[src/rtl/wb_trace_fifo_if.sv]
// Writeback capture and trace drain signals for wb_trace_fifo.
// master drives writebacks and trace_ready; slave is the FIFO.
interface wb_trace_fifo_if #(
  parameter int unsigned SeqW = 16
) ();
  logic            wb_valid;
  logic [4:0]      wb_rd;
  logic [63:0]     wb_data;
  logic            trace_valid;
  logic            trace_ready;
  logic [4:0]      trace_rd;
  logic [63:0]     trace_data;
  logic [SeqW-1:0] trace_seq;

  modport master (
    output wb_valid, wb_rd, wb_data, trace_ready,
    input  trace_valid, trace_rd, trace_data, trace_seq
  );

  modport slave (
    input  wb_valid, wb_rd, wb_data, trace_ready,
    output trace_valid, trace_rd, trace_data, trace_seq
  );
endinterface

[src/rtl/wb_trace_fifo.sv]
// First-word-fall-through FIFO recording register-file writebacks (rd, data, sequence number)
// for in-order retirement checking; drops and flags writes that arrive while full.
module wb_trace_fifo #(
  parameter int unsigned Depth    = 8,
  parameter int unsigned SeqW     = 16,
  parameter bit          FilterX0 = 1'b1
) (
  input  logic                  clk,
  input  logic                  reset,
  wb_trace_fifo_if.slave        bus,
  output logic [$clog2(Depth):0] count_o,
  output logic                  full_o,
  output logic                  overflow_o,
  output logic [15:0]           drop_count_o
);

  localparam int unsigned PtrW = $clog2(Depth);
  localparam int unsigned CntW = PtrW + 1;
  localparam logic [CntW-1:0] FullCnt = CntW'(Depth);

  logic [4:0]      rd_mem_q   [Depth];
  logic [63:0]     data_mem_q [Depth];
  logic [SeqW-1:0] seq_mem_q  [Depth];

  logic [PtrW-1:0] wr_ptr_q, wr_ptr_d;
  logic [PtrW-1:0] rd_ptr_q, rd_ptr_d;
  logic [CntW-1:0] count_q, count_d;
  logic [SeqW-1:0] seq_q, seq_d;
  logic            overflow_q, overflow_d;
  logic [15:0]     drop_cnt_q, drop_cnt_d;

  logic push_req, push, pop, drop, empty, full;

  always_comb begin
    empty    = (count_q == '0);
    full     = (count_q == FullCnt);
    push_req = bus.wb_valid && (!FilterX0 || (bus.wb_rd != 5'd0));
    pop      = !empty && bus.trace_ready;
    // A pop in the same cycle frees the slot, so a full FIFO still accepts.
    push     = push_req && (!full || pop);
    drop     = push_req && full && !pop;
  end

  always_comb begin
    wr_ptr_d   = wr_ptr_q;
    rd_ptr_d   = rd_ptr_q;
    count_d    = count_q;
    seq_d      = seq_q;
    overflow_d = overflow_q;
    drop_cnt_d = drop_cnt_q;

    if (push) wr_ptr_d = wr_ptr_q + 1'b1;
    if (pop)  rd_ptr_d = rd_ptr_q + 1'b1;

    unique case ({push, pop})
      2'b10:   count_d = count_q + 1'b1;
      2'b01:   count_d = count_q - 1'b1;
      default: count_d = count_q;
    endcase

    // Dropped writes still consume a sequence number so gaps expose them.
    if (push_req) seq_d = seq_q + 1'b1;

    if (drop) begin
      overflow_d = 1'b1;
      if (drop_cnt_q != 16'hFFFF) drop_cnt_d = drop_cnt_q + 16'd1;
    end
  end

  always_ff @(posedge clk) begin
    if (reset) begin
      wr_ptr_q   <= '0;
      rd_ptr_q   <= '0;
      count_q    <= '0;
      seq_q      <= '0;
      overflow_q <= 1'b0;
      drop_cnt_q <= '0;
    end else begin
      wr_ptr_q   <= wr_ptr_d;
      rd_ptr_q   <= rd_ptr_d;
      count_q    <= count_d;
      seq_q      <= seq_d;
      overflow_q <= overflow_d;
      drop_cnt_q <= drop_cnt_d;
    end
  end

  always_ff @(posedge clk) begin
    if (!reset && push) begin
      rd_mem_q[wr_ptr_q]   <= bus.wb_rd;
      data_mem_q[wr_ptr_q] <= bus.wb_data;
      seq_mem_q[wr_ptr_q]  <= seq_q;
    end
  end

  always_comb begin
    bus.trace_valid = !empty;
    bus.trace_rd    = empty ? '0 : rd_mem_q[rd_ptr_q];
    bus.trace_data  = empty ? '0 : data_mem_q[rd_ptr_q];
    bus.trace_seq   = empty ? '0 : seq_mem_q[rd_ptr_q];
    count_o         = count_q;
    full_o          = full;
    overflow_o      = overflow_q;
    drop_count_o    = drop_cnt_q;
  end

endmodule

[src/flat_wrapper.sv]
// flat-port wrapper written by rule: the top's interface ports become plain ports
module wb_trace_fifo_flat 
#(
  parameter int unsigned Depth    = 8,
  parameter int unsigned SeqW     = 16,
  parameter bit          FilterX0 = 1'b1
)
  (clk, reset, count_o, full_o, overflow_o, drop_count_o, bus_wb_valid, bus_wb_rd, bus_wb_data, bus_trace_ready, bus_trace_valid, bus_trace_rd, bus_trace_data, bus_trace_seq);
  wb_trace_fifo_if #(.SeqW(SeqW)) bus_i ();
  input  logic clk;
  input  logic reset;
  output logic [$clog2(Depth):0] count_o;
  output logic full_o;
  output logic overflow_o;
  output logic [15:0] drop_count_o;
  input wire logic [$bits(bus_i.wb_valid)-1:0] bus_wb_valid;
  input wire logic [$bits(bus_i.wb_rd)-1:0] bus_wb_rd;
  input wire logic [$bits(bus_i.wb_data)-1:0] bus_wb_data;
  input wire logic [$bits(bus_i.trace_ready)-1:0] bus_trace_ready;
  output wire logic [$bits(bus_i.trace_valid)-1:0] bus_trace_valid;
  output wire logic [$bits(bus_i.trace_rd)-1:0] bus_trace_rd;
  output wire logic [$bits(bus_i.trace_data)-1:0] bus_trace_data;
  output wire logic [$bits(bus_i.trace_seq)-1:0] bus_trace_seq;
  assign bus_i.wb_valid = bus_wb_valid;
  assign bus_i.wb_rd = bus_wb_rd;
  assign bus_i.wb_data = bus_wb_data;
  assign bus_i.trace_ready = bus_trace_ready;
  assign bus_trace_valid = bus_i.trace_valid;
  assign bus_trace_rd = bus_i.trace_rd;
  assign bus_trace_data = bus_i.trace_data;
  assign bus_trace_seq = bus_i.trace_seq;
  wb_trace_fifo #(.Depth(Depth), .SeqW(SeqW), .FilterX0(FilterX0)) u_core (.clk(clk), .reset(reset), .bus(bus_i), .count_o(count_o), .full_o(full_o), .overflow_o(overflow_o), .drop_count_o(drop_count_o));
endmodule
[config.mk]
export PLATFORM = sky130hd
export DESIGN_NAME = wb_trace_fifo_flat
export DESIGN_NICKNAME = d
export VERILOG_FILES = /design/src/rtl/wb_trace_fifo_if.sv /design/src/rtl/wb_trace_fifo.sv /design/src/flat_wrapper.sv
export SDC_FILE = /design/constraint.sdc
export NUM_CORES = 1
export LEC_CHECK = 0
export ABC_AREA = 1
export BUFFER_PORTS_ARGS = -buffer_cell sky130_fd_sc_hd__buf_2
export CORE_MARGIN = 10
export CORE_UTILIZATION = 60
export CTS_CLUSTER_DIAMETER = 150
export DETAILED_ROUTE_END_ITERATION = 16
export MAX_ROUTING_LAYER = met4
export PLACE_DENSITY = 0.88
export RECOVER_POWER = 50
export REMOVE_ABC_BUFFERS = 1
export SYNTH_ARGS = -nofsm -noshare
export SYNTH_HDL_FRONTEND = slang
export SYNTH_SLANG_ARGS = --single-unit
[constraint.sdc]
create_clock -name clk -period 9.6 [get_ports clk]
set_input_delay 2.88 -clock clk [delete_from_list [all_inputs] [get_ports clk]]
set_output_delay 2.88 -clock clk [all_outputs]
set_load 0.01 [all_outputs]
**Yosys cells after proc, flatten, opt, wreduce, memory -nomap -nowiden**

Memories as Yosys holds them, arrays and structs flattened. A register that Yosys moved wholly into a read port is not among the register bits.
Index checks and enable logic that the tools add are counted.

- Register bits after elaboration: 43
- Latch bits: 0
- RAM bits: 680
- ROM bits: 0
- Input port bits: 73
- Output and inout port bits: 108
- Logic and storage cells: 46
- Memories kept: 3

Memories:

| memory | words | width | read ports | clocked after Yosys merged registers in | wr ports | line | source |
|---|---|---|---|---|---|---|---|
| u_core.data_mem_q | 8 | 64 | 1 | 1 | 1 | wb_trace_fifo.sv:22 | `logic [63:0] data_mem_q [Depth];` |
| u_core.seq_mem_q | 8 | 16 | 1 | 1 | 1 | wb_trace_fifo.sv:23 | `logic [SeqW-1:0] seq_mem_q [Depth];` |
| u_core.rd_mem_q | 8 | 5 | 1 | 1 | 1 | wb_trace_fifo.sv:21 | `logic [4:0] rd_mem_q [Depth];` |

- Add/subtract/negate cells: 6
- Multipliers: 0
- Divide/modulo/power cells: 0
- $lt $le $gt $ge: 0
- Eq/ne operators: 4
- Shifts and indexed selects: 0
- Multiplexer cells: 12
- Bitwise gates (word level): 0
- Reductions and logical operators: 15

Operators with widths:

| cell | count |
|---|---|
| $mux 64 | 1 |
| $add 16x1->16 const B | 2 |
| $mux 3 | 6 |
| $mux 16 | 1 |
| $ne 16x16->1 const B | 1 |
| $pmux 4 s2 | 1 |
| $add 3x1->3 const B | 2 |
| $logic_and 1x1->1 | 6 |
| $mux 5 | 1 |
| $reduce_bool 5->1 | 1 |
| $add 4x1->4 const B | 1 |
| $eq 4x4->1 const B | 1 |
| $logic_not 1->1 | 4 |
| $logic_not 4->1 | 1 |
| $sub 4x1->4 const B | 1 |
| $eq 2x1->1 const B | 1 |
| $eq 2x2->1 const B | 1 |
| $mux 1 | 2 |
| $reduce_and 2->1 | 1 |
| $reduce_bool 2->1 | 1 |
| $logic_or 1x1->1 | 1 |

**Logic depth before layout (Yosys ltp)**

- Depth in word-level cells: 8
- Depth in mapped cells: 16
- Gate-level depth less buffers: 16

**Worst setup path after synthesis**

OpenSTA, ideal clock, no wires.

- Path kind: input -> register
- Start point: input port bus_wb_rd[0]
- End point: memory u_core.data_mem_q[1][0] (enable)
- Library setup time: 0.529 ns
- Arrival: 6.996 ns
- Data required time: 9.071 ns
- Path slack: 2.074 ns
- Stages on the path: 6
- Path buffers: 0
- Cell sequence: nor2_1 > nand3_1 > nand2_2 > nor2_1 > nand3_1 > nor2_1

- Cells in the longest elaborated chain, start to end: 6

RTL lines:

| what | line | source |
|---|---|---|
| from (decl) | flat_wrapper.sv:17 | `input wire logic [$bits(bus_i.wb_rd)-1:0] bus_wb_rd;` |
| $reduce_bool 5->1 | wb_trace_fifo.sv:37 | `push_req = bus.wb_valid && (!FilterX0 \|\| (bus.wb_rd != 5'd0));` |
| $logic_and 1x1->1 | wb_trace_fifo.sv:37 |  |
| $logic_and 1x1->1 | wb_trace_fifo.sv:40 | `push = push_req && (!full \|\| pop);` |
| $logic_and 1x1->1 | wb_trace_fifo.sv:89 | `if (!reset && push) begin` |
| $mux 1 | wb_trace_fifo.sv:89 |  |
| $mux 1 (not written as such) | wb_trace_fifo.sv:91 | `data_mem_q[wr_ptr_q] <= bus.wb_data;` |
| to (decl) | wb_trace_fifo.sv:22 |  |

No other way between the ends.

**Final worst setup path**

- Start point: input port bus_wb_rd[4]
- End point: memory u_core.data_mem_q[0][25] (enable)

The elaborated chain is that of the path after synthesis.

==> run summary <==
most common cell in the netlist: edfxtp_1
maximum vdd drop: 139 uV
Final Skew: 23.2 ps
Syn Inst Count: 2282
Post-route DRC: 0
post-DP HPWL: 36100 um
M1 GR Usage: 0.307
adder-cell share of the synthesized area: 0.00331
Hold WC Path Type: reg2reg
synth top area cells: edfxtp_1 (71%), nor2_1 (7.4%), o21ai_0 (6.9%), dfxtp_1 (3.2%), a31oi_1 (1.9%)
Max Fclk: 142 MHz
Hold Crit Depth: 2
gr usage total: 0.242
Tmin final: 7070 ps
post-layout util: 0.672
FF+latch count, synth: 726
die outline area: 57000 um2
post-synthesis mux area share: 0
Initial Util: 0.604
Post-synth top flop: edfxtp_1
met2 usage: 0.383
final net count: 2492
met3 Use GR: 0.0464
First-pass DRT Iterations: 6
Seq/Total Area, Yosys: 0.743
worst-margin pin slew: 2560 ps
Reg2Reg Setup Slack: 5080 ps
CP endpoint kind: flop
vias in the first global route: 19100
H-tree depth: 3
clock sink total: 726
Die Span X: 239 um
routed vias/inst: 6.25
post-route antenna net violation count: 0
top cell type's share of synthesized area: 0.711
Slew Viols, Final: 36
TritonCTS clock tree: built
Distinct cells, synth: 38
vias after detailed routing: 19300
Initial DRC Count: 2273
Slew HR: -0.706
Synth area leader: edfxtp_1
Clk pin slew, worst setup/hold paths: 60 ps
post-synthesis cell area: 28700 um2
Congestion Overflow GR: 0
Worst R2R Path Depth: 8
Hold Startpoint: u_core.rd_ptr_q[2]$_SDFFE_PP0N_
area fraction in compound gates after synthesis: 0.120
count of final hold-check violations: 0
WP data required: 9820 ps
RSZ-0062 raised after global routing: false
top post-synthesis cells by count: edfxtp_1 (680), nor2_1 (563), o21ai_0 (397)
DP Cell Count: 2953
worst-path fanout max: 51
hold_buf cts: 0
count of flip-flops with a built-in enable after synthesis: 680
Crit Path Category: in2reg
Post-Place Worst Slack: 3250 ps
Die Y-Extent: 239 um
global-route wire length before repair: 105000 um
PwrDens: 243 nW/um2
largest family of logic cells by synthesized area: compound AO/OA/AOI/OAI gates
failing checks: capacitance limit, slew limit
CTS max path bufs: 3
Filler Cell Count: 3102
area grow syn2layout: 11.3%
gp weighted congestion: 0.840
fraction of registers with async set or reset after synthesis: 0
layout cells sized above 1: 0.0933
Final Cycle Share: 0.736
Core ar.: 47500 um2
busiest metal layer after global routing: met2
largest net degree at the start of global routing: 174
initial antenna violation count: 6
final cell count without fillers: 3087
DR WL/cell: 22.2 um
total wire length: 68500 um
Worst setup SP type: primary input
MaxCap Viol Count: 1
Avg Inst Size Synth: 12.6 um2
std cell rows: 80
post-CTS setup buffers: 0
CTS Buf Count: 72
reg-to-reg endpoint: u_core.data_mem_q[0][25]$_DFFE_PP_
post_cts resized: 0
Clock Latency Late Sink: 620 ps
LEAKAGE: 10.7 nW
status: finished, violations left
final setup violation count: 0
overall power: 7.77 mW
Critical R2R Launch: u_core.count_o[1]$_SDFFE_PP0P_
Ys Warns: 0
xor and xnor area share after synthesis: 0.00458
Ports: 181
Synth Area in Simple Gates: 0.0965
IO buf count: 180
Worst EP arrival: 7290 ps
CTS Root Cell: clkbuf_16
setup ws final: 2530 ps
## where the power goes
part / internal [mW] / switching (mW) / leakage [nW]
sequential: 3.52 / 0.0553 / 6.59
clock: 1.47 / 1.16 / 1.06
combinational: 0.476 / 1.10 / 3.01
## layout make-up
type                            count  area (um2)  share of cell area
Sequential cell                   726       21300               0.668
Multi-Input combinational cell   1365        6460               0.202
Clock buffer                       97        1960              0.0613
Timing Repair Buffer              202         986              0.0309
Tap cell                          615         769              0.0241
Clock inverter                     30         225             0.00705
Inverter                           45         184             0.00576
Antenna cell                        7        17.5            0.000548
## stage by stage
step                area [um2]  hold slack, ps  TNS (ps)
CTS                      32100             470         0
detailed placement       29900             461         0
global route             31900             486         0
floorplan                28000             433   -183220
global placement         29900             447         0
finish                   31900             470         0
## cell families (layout without fill, tap and decap cells)
kind of cell / count (synthesis) / in the layout
AND/OR/NAND/NOR: 703 / 703
flip-flops: 726 / 726
other: 0 / 7
XOR/XNOR: 15 / 15
AO/OA/AOI/OAI: 640 / 640
adder cells (fa/ha/maj): 7 / 7
buffers and inverters: 191 / 374
## worst max-delay path by stage
stage | startpoint | cells past startpoint | end
floorplan | flop | 5 | bus_trace_data[0]
finish | bus_wb_rd[4] | 9 | u_core.data_mem_q[0][25]$_DFFE_PP_
global route | flop | 7 | bus_trace_seq[5]
CTS | flop | 7 | bus_trace_seq[5]
detailed placement | flop | 7 | bus_trace_seq[5]
global placement | flop | 7 | bus_trace_data[38]
## per-layer routing
metal / part of all wire / wire length (um) / vias to the layer above
li1: - / - / 8583
met1: 0.38 / 26200 / 9381
met2: 0.49 / 33700 / 1183
met3: 0.10 / 6880 / 139
met4: 0.025 / 1680 / 0
met5: 0 / 0 / -
## state kept, by name, indices dropped and copies added (netlist names), 3 cells and up, named ones only
name and count:
u_core.rd_mem_q 40, u_core.drop_count_o 16, u_core.rd_ptr_q 3, u_core.seq_mem_q 128, u_core.data_mem_q 512, u_core.wr_ptr_q 3, u_core.seq_q 16, u_core.count_o 4
## worst max-delay path, stage by stage
cell      delay, ps
clkbuf_1        300
nor2_1          130
nand3_1         150
nand2_1         290
nor2_1          300
nand2_1         300
nor2_4          140
clkbuf_1       1820
buf_4           930
## layout by cell type (no fill, tap or decap), types with 3 or more instances in the layout
| cell | instances |
|---|---|
| buf_2 | 89 |
| clkinv_1 | 12 |
| clkinv_2 | 9 |
| o21ai_0 | 397 |
| diode_2 | 7 |
| nor2_1 | 557 |
| clkbuf_8 | 4 |
| clkinv_8 | 4 |
| dfxtp_1 | 44 |
| clkbuf_1 | 111 |
| xor2_1 | 9 |
| nor2_4 | 8 |
| buf_12 | 3 |
| buf_4 | 18 |
| clkbuf_16 | 73 |
| a21oi_1 | 28 |
| a31oi_1 | 85 |
| o22ai_1 | 85 |
| edfxtp_1 | 680 |
| nand2_1 | 89 |
| xnor2_1 | 6 |
| nand4_1 | 7 |
| nand3_1 | 23 |
| ha_1 | 6 |
| o21ai_1 | 43 |
| inv_6 | 3 |
| inv_1 | 40 |
| nor3_1 | 10 |
(Power assumes the default switching activity.)
